### src/rtl/forwarding_stall_unit.sv
// EX-stage operand forwarding with freeze hold registers and a load-use stall FSM.
// Select codes: 000 ID/EX, 001 EX/MEM, 010 MEM/WB, 100 hold register.
module forwarding_stall_unit #(
    parameter int BITS_SIZE          = 32,
    parameter int BITS_REG           = 5,
    parameter int BITS_CORTOCIRCUITO = 3,
    parameter int LOAD_STALL_CYCLES  = 1
) (
    input  logic                          i_clk,
    input  logic                          i_reset,
    input  logic                          i_freeze,
    input  logic [BITS_REG-1:0]           i_ifid_rs,
    input  logic [BITS_REG-1:0]           i_ifid_rt,
    input  logic [BITS_REG-1:0]           i_idex_rs,
    input  logic [BITS_REG-1:0]           i_idex_rt,
    input  logic                          i_idex_memread,
    input  logic [BITS_SIZE-1:0]          i_idex_register1,
    input  logic [BITS_SIZE-1:0]          i_idex_register2,
    input  logic [BITS_REG-1:0]           i_exmem_rd,
    input  logic                          i_exmem_regwrite,
    input  logic [BITS_SIZE-1:0]          i_exmem_register,
    input  logic [BITS_REG-1:0]           i_memwb_rd,
    input  logic                          i_memwb_regwrite,
    input  logic [BITS_SIZE-1:0]          i_memwb_register,
    output logic [BITS_CORTOCIRCUITO-1:0] o_corto_register_A,
    output logic [BITS_CORTOCIRCUITO-1:0] o_corto_register_B,
    output logic [BITS_SIZE-1:0]          o_mux_alu_a,
    output logic [BITS_SIZE-1:0]          o_mux_alu_b,
    output logic                          o_stall
);

    localparam logic [BITS_CORTOCIRCUITO-1:0] SEL_IDEX  = BITS_CORTOCIRCUITO'(0);
    localparam logic [BITS_CORTOCIRCUITO-1:0] SEL_EXMEM = BITS_CORTOCIRCUITO'(1);
    localparam logic [BITS_CORTOCIRCUITO-1:0] SEL_MEMWB = BITS_CORTOCIRCUITO'(2);
    localparam logic [BITS_CORTOCIRCUITO-1:0] SEL_HOLD  = BITS_CORTOCIRCUITO'(4);
    localparam logic [1:0] STALL_LOAD = 2'(LOAD_STALL_CYCLES - 1);

    typedef enum logic {IDLE, STALL} state_t;

    state_t                 state_q, state_d;
    logic [1:0]             cnt_q, cnt_d;
    logic [BITS_SIZE-1:0]   hold_a_q, hold_a_d, hold_b_q, hold_b_d;
    logic                   hold_valid_q, hold_valid_d;
    logic                   freeze_d_q, freeze_d_d;

    logic [BITS_CORTOCIRCUITO-1:0] norm_sel_a, norm_sel_b;
    logic [BITS_SIZE-1:0]          norm_a, norm_b;
    logic                          exmem_fwd_a, exmem_fwd_b, memwb_fwd_a, memwb_fwd_b;
    logic                          use_hold, hazard;

    // Normal forwarding select: EX/MEM beats MEM/WB, register 0 never forwarded
    always_comb begin
        exmem_fwd_a = i_exmem_regwrite && (i_exmem_rd != '0) && (i_exmem_rd == i_idex_rs);
        exmem_fwd_b = i_exmem_regwrite && (i_exmem_rd != '0) && (i_exmem_rd == i_idex_rt);
        memwb_fwd_a = i_memwb_regwrite && (i_memwb_rd != '0) && (i_memwb_rd == i_idex_rs);
        memwb_fwd_b = i_memwb_regwrite && (i_memwb_rd != '0) && (i_memwb_rd == i_idex_rt);
        norm_sel_a  = SEL_IDEX;
        norm_a      = i_idex_register1;
        norm_sel_b  = SEL_IDEX;
        norm_b      = i_idex_register2;
        if (exmem_fwd_a) begin
            norm_sel_a = SEL_EXMEM;
            norm_a     = i_exmem_register;
        end else if (memwb_fwd_a) begin
            norm_sel_a = SEL_MEMWB;
            norm_a     = i_memwb_register;
        end
        if (exmem_fwd_b) begin
            norm_sel_b = SEL_EXMEM;
            norm_b     = i_exmem_register;
        end else if (memwb_fwd_b) begin
            norm_sel_b = SEL_MEMWB;
            norm_b     = i_memwb_register;
        end
    end

    // Output mux: held operands only once the capture edge has passed
    always_comb begin
        use_hold           = i_freeze && hold_valid_q;
        o_corto_register_A = use_hold ? SEL_HOLD : norm_sel_a;
        o_corto_register_B = use_hold ? SEL_HOLD : norm_sel_b;
        o_mux_alu_a        = use_hold ? hold_a_q : norm_a;
        o_mux_alu_b        = use_hold ? hold_b_q : norm_b;
    end

    // Hold register capture on the first freeze cycle, released when unfrozen
    always_comb begin
        freeze_d_d   = i_freeze;
        hold_a_d     = hold_a_q;
        hold_b_d     = hold_b_q;
        hold_valid_d = hold_valid_q;
        if (i_freeze && !freeze_d_q) begin
            hold_a_d     = norm_a;
            hold_b_d     = norm_b;
            hold_valid_d = 1'b1;
        end else if (!i_freeze) begin
            hold_valid_d = 1'b0;
        end
    end

    // Load-use stall FSM; frozen cycles neither count down nor detect hazards
    always_comb begin
        hazard  = i_idex_memread && (i_idex_rt != '0) &&
                  ((i_idex_rt == i_ifid_rs) || (i_idex_rt == i_ifid_rt));
        state_d = state_q;
        cnt_d   = cnt_q;
        o_stall = 1'b0;
        case (state_q)
            IDLE: begin
                o_stall = hazard && !i_freeze;
                if (o_stall && (LOAD_STALL_CYCLES > 1)) begin
                    state_d = STALL;
                    cnt_d   = STALL_LOAD;
                end
            end
            STALL: begin
                o_stall = 1'b1;
                if (!i_freeze) begin
                    if (cnt_q == 2'd1) begin
                        state_d = IDLE;
                        cnt_d   = 2'd0;
                    end else begin
                        cnt_d = cnt_q - 2'd1;
                    end
                end
            end
            default: state_d = IDLE;
        endcase
    end

    // State registers with synchronous reset
    always_ff @(posedge i_clk) begin
        if (i_reset) begin
            state_q      <= IDLE;
            cnt_q        <= 2'd0;
            hold_a_q     <= '0;
            hold_b_q     <= '0;
            hold_valid_q <= 1'b0;
            freeze_d_q   <= 1'b0;
        end else begin
            state_q      <= state_d;
            cnt_q        <= cnt_d;
            hold_a_q     <= hold_a_d;
            hold_b_q     <= hold_b_d;
            hold_valid_q <= hold_valid_d;
            freeze_d_q   <= freeze_d_d;
        end
    end

endmodule

### config.mk
export PLATFORM = sky130hd
export DESIGN_NAME = forwarding_stall_unit
export DESIGN_NICKNAME = d
export VERILOG_FILES = /design/src/rtl/forwarding_stall_unit.sv
export SDC_FILE = /design/constraint.sdc
export NUM_CORES = 1
export LEC_CHECK = 0
export CAP_MARGIN = 20
export CORE_UTILIZATION = 46
export DETAILED_ROUTE_END_ITERATION = 10
export GPL_TIMING_DRIVEN = 0
export PLACE_DENSITY = 0.87
export SYNTH_ARGS = -nofsm -noshare
export SYNTH_HDL_FRONTEND = slang
export SYNTH_SLANG_ARGS = --single-unit
### constraint.sdc
create_clock -name i_clk -period 5.2 [get_ports i_clk]
set_input_delay 0.52 -clock i_clk [delete_from_list [all_inputs] [get_ports i_clk]]
set_output_delay 0.52 -clock i_clk [all_outputs]
set_load 0.05 [all_outputs]
==> impl_summary.txt <==
----------------------------------------------------
[CTS]
  Clock sink count ... 69
  H-tree levels ... 3
  Post-CTS Hold Fix Bufs ... 0
  Library cell used as clock root buffer ... sky130_fd_sc_hd__clkbuf_16
  Register clock-pin slew on the reported worst setup and hold paths ... 50 ps
  Number of setup buffers added after CTS ... 0
  Number of cells upsized or downsized after cts ... 0
  Clk Latency, worst-skew pair ... 330 ps
  CTS tree ... yes
  Maximum clock insertion buffer count ... 2
  Number of clock buffers inserted by TritonCTS ... 9

[Synthesis]
  Most instantiated flip-flop cell in the synthesis netlist ... sky130_fd_sc_hd__dfxtp_1
  Mapped Nets ... 723
  Fraction of registers with async set or reset after synthesis ... 0%
  Flop and latch count out of synthesis ... 69
  Synthesized area per cell ... 9.31 um2
  Number of distinct standard cells referenced by the synthesized netlist ... 41
  Number of warnings printed during yosys synthesis ... 0
  Syn Inst Count ... 558
  Number of enable-type register cells in the synthesized netlist ... 0
  Seq/Total Area, Yosys ... 26.6%
  Post-synthesis cell area ... 0.00520 mm2

[Route]
  Wire length reported by the detailed router ... 19900 um
  Total via count in the routed design ... 5863
  Antenna violation net count after detailed routing ... 0
  Avg WL per Cell ... 21.1 um
  DRT Pass-1 Iters ... 5
  Starting DRC count in detailed routing ... 419
  DR vias/cell ... 6.22
  Number of DRC violations after detailed routing ... 0

[Placed design]
  Final Wtd Congestion ... 0.916
  Port Buffer Count ... 229
  Pre-CTS setup slack ... 1050 ps
  Placed wire-length estimate ... 14900 um

[Floorplan]
  Number of top-level pins ... 235
  Area of the die ... 0.0117 mm2
  Height of the die ... 108 um
  Core Region ... 0.0109 mm2
  Horizontal die dimension ... 108 um
  Effective utilization at floorplan ... 47.5%
  # rows ... 38

[Global routing]
  Largest net degree at the start of global routing ... 13
  Vias in the first global route ... 6065
  Antenna violations before repair ... 0
  Overall routing resource usage ... 33.8%
  First-pass GRT wire length ... 30400 um
  Gr ovfl total ... 0

[STA]
  Post-Route Setup TNS ... 0 ps
  Setup WS post-layout ... 991 ps
  Post-layout min period ... 4210 ps
  Final Skew ... 10.5 ps
  Setup repair after global routing missed its margin ... false
  Rel. slew slack ... 45.4%
  Number of hold violations in the final report ... 0
  Final hold slack ... 474 ps
  Final count of pins violating max slew ... 0
  Worst-margin pin slew ... 812 ps
  Total of endpoints with negative setup slack in the final report ... 0
  Final worst-path cycle share ... 80.9%
  Fmax ... 238 MHz

[Finish]
  Number of nets at the end of the flow ... 963
  Ratio of cells with drive above 1 in the final layout ... 14.8%
  Area growth syn-to-layout ... 53.8%
  Antenna Cells ... 0
  Number of fillers in the final layout ... 856

[Setup path]
  Slowest cell on crit path ... sky130_fd_sc_hd__clkdlybuf4s50_1
  Cell breakdown of the critical path ... clkdlybuf4s50_1, or4_1, nor2_1, nor4_4, buf_6, mux2i_1, a221oi_2, clkdlybuf4s50_1
  Critical setup path kind ... in2out
  Arrival time worst endpoint ... 3690 ps
  Startpoint type of the worst setup path ... input port
  Count of buffering cells on the critical path with inverters included ... 3
  Slowest cell delay on critical path ... 850 ps
  Critical path required time ... 4680 ps
  Most used cell along the critical path ... sky130_fd_sc_hd__clkdlybuf4s50_1
  Family with the most delay on the worst path ... buffers and inverters
  Biggest fanout along the worst timing path ... 10
  Crit end category ... output port

[Hold path]
  Type of the tightest min-delay check ... reg2reg

[Pwr]
  Areal power density over the cells ... 243 mW/mm2
  Pwr Total ... 1.94 mW
  Fraction of power spent switching nets ... 33.7%
  Design internal power ... 1.29 mW
  Clock share of power ... 34.2%
  Lkg Pwr ... 2.84 nW
  Combinational group share of total power ... 35.9%
  Net load switching power ... 656 uW
  Maximum VDD drop ... 213 uV
  Part of the power in registers ... 29.9%

[Status]
  Status ... finished clean

[Job]
  Count of max-cap constraint violations ... 0

----------------------------------------------------
==> cells in the final DEF, fill, tap and decap left out, types with 3 or more instances in the layout <==
master | Yosys | routed
sky130_fd_sc_hd__buf_4 | 9 | 9
sky130_fd_sc_hd__xor2_1 | 7 | 7
sky130_fd_sc_hd__inv_1 | 35 | 35
sky130_fd_sc_hd__xnor2_1 | 21 | 21
sky130_fd_sc_hd__nor3_1 | 3 | 3
sky130_fd_sc_hd__nand3_1 | 4 | 4
sky130_fd_sc_hd__nor2_1 | 68 | 68
sky130_fd_sc_hd__a221oi_2 | 58 | 58
sky130_fd_sc_hd__nor2b_1 | 3 | 3
sky130_fd_sc_hd__clkdlybuf4s50_1 | 0 | 229
sky130_fd_sc_hd__nand2_1 | 6 | 6
sky130_fd_sc_hd__buf_8 | 3 | 3
sky130_fd_sc_hd__mux2i_1 | 65 | 65
sky130_fd_sc_hd__dfxtp_1 | 69 | 69
sky130_fd_sc_hd__o21ai_0 | 3 | 3
sky130_fd_sc_hd__a221oi_1 | 6 | 6
sky130_fd_sc_hd__clkbuf_1 | 21 | 22
sky130_fd_sc_hd__buf_6 | 7 | 7
sky130_fd_sc_hd__o21ai_1 | 62 | 62
sky130_fd_sc_hd__buf_2 | 14 | 14
sky130_fd_sc_hd__a32oi_1 | 64 | 64
sky130_fd_sc_hd__and2_1 | 3 | 3
sky130_fd_sc_hd__clkbuf_16 | 0 | 9
==> flip-flops by register name, indices dropped and copies added, names as in the netlist <==
register and count:
cnt_q 2, freeze_d_q 1, hold_a_q 32, hold_b_q 32, hold_valid_q 1, state_q 1
==> metrics by stage <==
step	utilization (%)	instance area [um2]	instances
2_1_floorplan	-	5200	558
3_3_place_gp	70.1	7660	927
3_5_place_dp	70.1	7660	927
4_1_cts	73.1	7990	943
5_1_grt	73.1	7990	943
6_report	73.1	7990	943
==> logic make-up after synthesis <==
kind of cell | after synthesis | synth area share [%]
compound gates | 200 | 36.1
simple gates | 102 | 9.87
buf+inv | 92 | 9.63
flops | 69 | 26.6
mux | 65 | 12.5
xor+xnor | 29 | 5.03
fa+ha+maj | 1 | 0.241
==> layer usage <==
metal  GRT usage [%]  vias up  wire [um]
met1            38.1     2743       7400
li1                -     2646          -
met2            59.3      423       9910
met5               0        -          0
met3            8.68       51       2030
met4            16.2        0        566
==> layout make-up <==
cell class / count / area, um2 / share of cell area, %
buffer: 57 / 369 / 4.62
tap: 140 / 175 / 2.19
multi-input combinational: 397 / 3310 / 41.5
timing repair buffer: 229 / 2290 / 28.7
sequential: 69 / 1380 / 17.3
clock buffer: 11 / 243 / 3.04
clock inverter: 5 / 83.8 / 1.05
inverter: 35 / 131 / 1.64
==> cells in the mapped netlist, drive strengths merged, types with 5 or more instances <==
cell | n | area share (%)
o21ai | 66 | 6.6
xor2 | 7 | 1.2
dfxtp | 69 | 27
mux2i | 65 | 13
xnor2 | 22 | 3.9
nor3 | 5 | 0.67
inv | 35 | 2.5
a32oi | 64 | 11
clkbuf | 21 | 1.5
a221oi | 64 | 18
nand2 | 6 | 0.43
nor2 | 70 | 5.3
buf | 33 | 5.0
==> power groups by stage <==
stage	registers (mW)	logic, mW	clock network (mW)
6_report	0.581	0.698	0.665
5_1_grt	0.584	0.730	0.698
4_1_cts	0.580	0.694	0.668
3_5_place_dp	0.591	0.691	0
3_3_place_gp	0.589	0.682	0
2_1_floorplan	0.587	0.399	0
==> path summary, 6_finish.rpt <==
path / startpoint / slack (ps) / cells after the start / endpoint
setup / recovery: i_memwb_rd[3] / 990 / 8 / o_mux_alu_a[12]
setup reg to reg: freeze_d_q / 3370 / 5 / hold_b_q[22]
hold reg to reg: hold_a_q[29] / 470 / 2 / hold_a_q[29]
hold / removal: hold_a_q[29] / 470 / 2 / hold_a_q[29]
==> worst register-to-register path: cells and delay by family, from the launching register on <==
| kind | cells | cell delay [ps] |
|---|---|---|
| compound gates | 3 | 890 |
| buf+inv | 2 | 570 |
| flops | 1 | 300 |
Note: power is estimated with default switching activity, not from simulation.
